[src/rtl/fibo_controller.sv]
// fibo_controller
//   Moore control FSM that sequences a small register-file/ALU datapath so it
//   computes Fib(N) mod 2^size. The register roles are fixed:
//   R0 = F(i), R1 = F(i+1), R2 = iterations remaining, R3 = constant 1.
//
// Ports
//   Clk        : clock. The FSM advances on the rising edge.
//   Rst        : synchronous active-high reset.
//   start      : level request. Only looked at in IDLE.
//   n_in       : Fibonacci index N. Captured together with start.
//   zero_flag  : datapath flag. High when the ALU result is zero.
//   wrt_en     : register-file write enable.
//   wrt_adder  : register-file write address.
//   load_data  : write-source select (1 = count, 0 = datapath data_out).
//   count      : constant or load value presented to the datapath.
//   rd_addr1   : ALU operand A select.
//   rd_addr2   : ALU operand B select.
//   alu_opcode : ALU operation.
//   busy       : high in every state except IDLE and DONE.
//   done       : high in DONE only.
module fibo_controller #(
  parameter int          size     = 4,
  parameter logic [2:0]  OP_PASSA = 3'b000,
  parameter logic [2:0]  OP_ADD   = 3'b001,
  parameter logic [2:0]  OP_SUB   = 3'b010
) (
  input  logic            Clk,
  input  logic            Rst,
  input  logic            start,
  input  logic [size-1:0] n_in,
  input  logic            zero_flag,
  output logic            wrt_en,
  output logic [1:0]      wrt_adder,
  output logic            load_data,
  output logic [size-1:0] count,
  output logic [1:0]      rd_addr1,
  output logic [1:0]      rd_addr2,
  output logic [2:0]      alu_opcode,
  output logic            busy,
  output logic            done
);

  typedef enum logic [3:0] {
    IDLE  = 4'd0,
    INIT0 = 4'd1,
    INIT1 = 4'd2,
    INIT2 = 4'd3,
    INIT3 = 4'd4,
    CHECK = 4'd5,
    ADD   = 4'd6,
    SUB   = 4'd7,
    DEC   = 4'd8,
    DONE  = 4'd9
  } state_t;

  localparam logic [size-1:0] ONE = {{(size-1){1'b0}}, 1'b1};

  state_t          state, state_nxt;
  logic [size-1:0] n_q;

  always_ff @(posedge Clk) begin
    if (Rst) begin
      state <= IDLE;
      n_q   <= '0;
    end else begin
      state <= state_nxt;
      if (state == IDLE && start)
        n_q <= n_in;
    end
  end

  always_comb begin
    state_nxt  = state;
    wrt_en     = 1'b0;
    wrt_adder  = 2'd0;
    load_data  = 1'b0;
    count      = '0;
    rd_addr1   = 2'd0;
    rd_addr2   = 2'd0;
    alu_opcode = OP_PASSA;
    busy       = 1'b1;
    done       = 1'b0;

    unique case (state)
      IDLE: begin
        // PASSA of R0 keeps the last result on data_out after done falls.
        busy = 1'b0;
        if (start) state_nxt = INIT0;
      end
      INIT0: begin
        wrt_en    = 1'b1;
        load_data = 1'b1;
        wrt_adder = 2'd0;
        count     = '0;
        state_nxt = INIT1;
      end
      INIT1: begin
        wrt_en    = 1'b1;
        load_data = 1'b1;
        wrt_adder = 2'd1;
        count     = ONE;
        state_nxt = INIT2;
      end
      INIT2: begin
        wrt_en    = 1'b1;
        load_data = 1'b1;
        wrt_adder = 2'd3;
        count     = ONE;
        state_nxt = INIT3;
      end
      INIT3: begin
        wrt_en    = 1'b1;
        load_data = 1'b1;
        wrt_adder = 2'd2;
        count     = n_q;
        state_nxt = CHECK;
      end
      CHECK: begin
        // Pass R2 through the ALU so zero_flag reports "no iterations left".
        rd_addr1 = 2'd2;
        if (zero_flag) state_nxt = DONE;
        else           state_nxt = ADD;
      end
      ADD: begin
        rd_addr1   = 2'd0;
        rd_addr2   = 2'd1;
        alu_opcode = OP_ADD;
        wrt_en     = 1'b1;
        wrt_adder  = 2'd1;
        state_nxt  = SUB;
      end
      SUB: begin
        // new R1 - R0 recovers the old R1 exactly, even after wrap-around.
        rd_addr1   = 2'd1;
        rd_addr2   = 2'd0;
        alu_opcode = OP_SUB;
        wrt_en     = 1'b1;
        wrt_adder  = 2'd0;
        state_nxt  = DEC;
      end
      DEC: begin
        rd_addr1   = 2'd2;
        rd_addr2   = 2'd3;
        alu_opcode = OP_SUB;
        wrt_en     = 1'b1;
        wrt_adder  = 2'd2;
        state_nxt  = CHECK;
      end
      DONE: begin
        rd_addr1 = 2'd0;
        busy     = 1'b0;
        done     = 1'b1;
        if (!start) state_nxt = IDLE;
      end
      default: begin
        busy      = 1'b0;
        state_nxt = IDLE;
      end
    endcase
  end

endmodule

[config.mk]
export PLATFORM = sky130hd
export DESIGN_NAME = fibo_controller
export DESIGN_NICKNAME = d
export VERILOG_FILES = /design/src/rtl/fibo_controller.sv
export SDC_FILE = /design/constraint.sdc
export NUM_CORES = 1
export LEC_CHECK = 0
export BUFFER_PORTS_ARGS = -buffer_cell sky130_fd_sc_hd__buf_2
export CAP_MARGIN = 0
export CORE_AREA = 3 3 40 42
export CTS_BUF_LIST = sky130_fd_sc_hd__clkbuf_8
export CTS_CLUSTER_DIAMETER = 200
export DETAILED_ROUTE_END_ITERATION = 16
export DIE_AREA = 0 0 43 45
export HOLD_SLACK_MARGIN = 0.05
export PLACE_DENSITY = 0.79
export SLEW_MARGIN = 20
export SYNTH_ARGS = -nofsm -noshare
export SYNTH_HDL_FRONTEND = slang
export SYNTH_SLANG_ARGS = --single-unit
[constraint.sdc]
create_clock -name Clk -period 1.36 [get_ports Clk]
set_input_delay 0.136 -clock Clk [delete_from_list [all_inputs] [get_ports Clk]]
set_output_delay 0.136 -clock Clk [all_outputs]
set_load 0.005 [all_outputs]
==> results.py <==
metrics = {
    "run_status": {
        "outcome": "complete, but fails checks",
        "violations": "negative setup slack",
    },
    "logic_synthesis": {
        "synth_nets": 90,
        "seq_area_frac_synth_pct": 26.1,
        "synth-main-ff-cell": "dfxtp_1",
        "ys_ff_latch": 8,
        "synth_edf_count": 0,
        "synth_cells": 82,
        "synth_cell_types": 26,
        "async_flop_share_pct": 0,
        "yosysWarnings": 0,
        "netlist_area_sq_um": 614,
        "syn_area_per_cell_sq_um": 7.49,
    },
    "pwr": {
        "pwr-share-clk_pct": 32.1,
        "p_switching_mw": 0.253,
        "p_int_mw": 0.612,
        "p_comb_share_pct": 34.0,
        "p_total_mw": 0.865,
        "leakage_nw": 0.403,
        "ir_drop_mv": 0.801,
        "power.density_nw_per_um2": 1020,
        "swShare_pct": 29.2,
        "seqPwrFrac_pct": 33.9,
    },
    "routing": {
        "vias": 664,
        "postRouteAntennaNets": 0,
        "via_per_inst": 5.35,
        "totalWireLength_microns": 1450,
        "drt-pass1-iter-count": 4,
        "wl_per_cell_microns": 11.7,
        "drc": 0,
        "drt_iter0_markers": 9,
    },
    "sta": {
        "grt_setup_unrepaired": "true",
        "setup_viol": 4,
        "period_needed_ns": 1.46,
        "finalMaxSlewViolations": 0,
        "finClkSkew_ns": 0.000384,
        "hold_ws_ns": 0.166,
        "worst_slack_ns": -0.0962,
        "hold_viol": 0,
        "timing.fmax_mhz": 687,
        "period_share_pct": 107,
    },
    "critical_path": {
        "cp_slowest_cell": "or4b_4",
        "required_ns": 1.22,
        "timing.rr.start": "state[1]",
        "end_kind": "output pin",
        "reg2reg_slack_ns": 0.10,
        "criticalPathCategory": "reg2out",
        "cp_data_arrival_time_ns": 1.32,
        "cpPeakStageDelay_ns": 0.55,
        "rr_worst_depth": 4,
        "crit_path_start_kind": "flip-flop",
        "path_max_fanout": 6,
        "crit_chain": "or4b_4 -> o21ai_1 -> buf_2",
        "r2r-end": "state[3]",
    },
    "clocking": {
        "clk_latency_ns": 0.23,
        "path_clk_slew_ns": 0.04,
        "hold_buffers": 0,
        "root_buffer": "clkbuf_8",
        "numCtsBuffers": 3,
        "clkSinkCount": 8,
        "cts_max_level": 1,
        "clk_path_buf_depth": 2,
        "tritoncts": "done",
    },
    "flow_run": {
        "drv_cap": 0,
    },
    "layout": {
        "fin_area_sq_um": 851,
        "final_common_cell": "buf_2",
        "antenna_cells": 0,
        "final_cell_mix": "buf_2 (23), nand2b_1 (16), nor2_1 (7)",
        "area_delta_synth_final_pct": 38.5,
        "drive_gt1_share_pct": 37.6,
        "layout.nets": 119,
        "stdcell_count": 124,
        "fill_cells": 114,
    },
    "place": {
        "dp_cells": 120,
        "gp_congestion": 0.854,
        "dp_hpwl_microns": 1100,
        "dp_slack_ns": 0.0994,
        "placed_cell_area_sq_um": 766,
        "numPortBuffers": 23,
    },
    "die": {
        "row_count": 13,
        "core_area_sq_um": 1280,
        "die_x_microns": 43,
        "die-area_sq_um": 1940,
        "fp.dieH_microns": 45,
        "start_util_pct": 47.8,
        "io_pins": 25,
    },
    "worst_hold_path": {
        "min_to": "n_q[3]",
        "min_path_cells": 3,
        "hold_class": "in2reg",
        "hp-start": "n_in[3]",
    },
    "global_routing": {
        "grt_pass1_vias": 554,
        "grt_max_degree": 14,
        "grt_pass1_wl_microns": 2400,
        "grt_usage_pct": 16.8,
        "grt_overflow": 0,
        "antenna_found_initial": 0,
    },
}
registers in the layout, indices dropped and copies added (netlist names):
| name | cells |
|---|---|
| n_q | 4 |
| state | 4 |
critical path, delay by kind of cell, from the launching register on:
family	cells	cell delay, ns
DFF	1	0.33
buffers and inverters	1	0.12
and+or+nand+nor	1	0.55
AOI/OAI and AO/OA	1	0.09
repair_timing:
item	in CTS	in global routing
buffers inserted	0	1
setup endpoints to repair	11	9
endpoints found under the hold margin	0	0
gates resized for setup	9	3
pin swaps	1	1
synth_stat cells (2+ instances only):
cell	n	area share, %
nand2b_1	16	16
a2bb2oi_1	2	2.9
o21ai_0	5	4.1
nand2_1	2	1.2
a21oi_1	4	3.3
clkbuf_1	2	1.2
nor2b_1	5	5.1
and3_1	4	4.1
buf_2	4	3.3
nand3b_1	2	2.4
mux2i_1	5	8.1
nor3_1	3	2.4
dfxtp_1	8	26
nor2_1	8	4.9
worst max path at each step:
stage | endpoint | startpoint | slack [ns] | cells after the start
after global routing | alu_opcode[1] | state[2] | -0.16 | 3
after global placement | rd_addr2[0] | state[0] | 0.13 | 3
after CTS | rd_addr2[0] | state[2] | -0.11 | 3
after detailed placement | rd_addr2[0] | state[0] | 0.1 | 3
final | alu_opcode[1] | state[2] | -0.1 | 3
after floorplan | state[2] | state[1] | 0.20 | 3
kinds of logic (layout without fill, tap and decap cells):
family / count (synthesis) / count (layout) / synth area share [%]
buffers and inverters: 8 / 35 / 6.31
other: 1 / 1 / 0.610
AO/OA/AOI/OAI: 16 / 16 / 16.1
XOR/XNOR: 1 / 1 / 1.43
AND/OR/NAND/NOR: 43 / 43 / 41.3
multiplexers: 5 / 5 / 8.15
flip-flops: 8 / 8 / 26.1
stage by stage:
stage,setup TNS (ns),util [%]
6_report,-0.267,66.2
2_1_floorplan,0,-
3_3_place_gp,0,59.6
3_5_place_dp,0,59.6
4_1_cts,-0.304,63.8
5_1_grt,-0.581,66.2
cell type report:
cell class	count	area, sq um	share of cell area (%)
well taps	15	18.8	2.21
inverters	1	3.75	0.441
repair buffers	31	191	22.5
flip-flops and latches	8	168	19.7
clock buffers	3	41.3	4.85
multi-input cells	66	428	50.3
routing by layer:
| metal | GRT usage (%) | vias to the layer above | wire length [microns] |
|---|---|---|---|
| met5 | 0 | - | 0 |
| met3 | 3.98 | 3 | 129 |
| met4 | 10.8 | 0 | 29 |
| met2 | 27.2 | 32 | 686 |
| li1 | - | 336 | - |
| met1 | 20.0 | 293 | 605 |
power groups by stage:
stage	Combinational, mW	Sequential, mW	Clock, mW
floorplan	0.174	0.280	0
finish	0.294	0.293	0.278
detailed placement	0.255	0.289	0
global placement	0.249	0.287	0
global route	0.326	0.297	0.304
CTS	0.262	0.290	0.291
(Power assumes the default switching activity.)
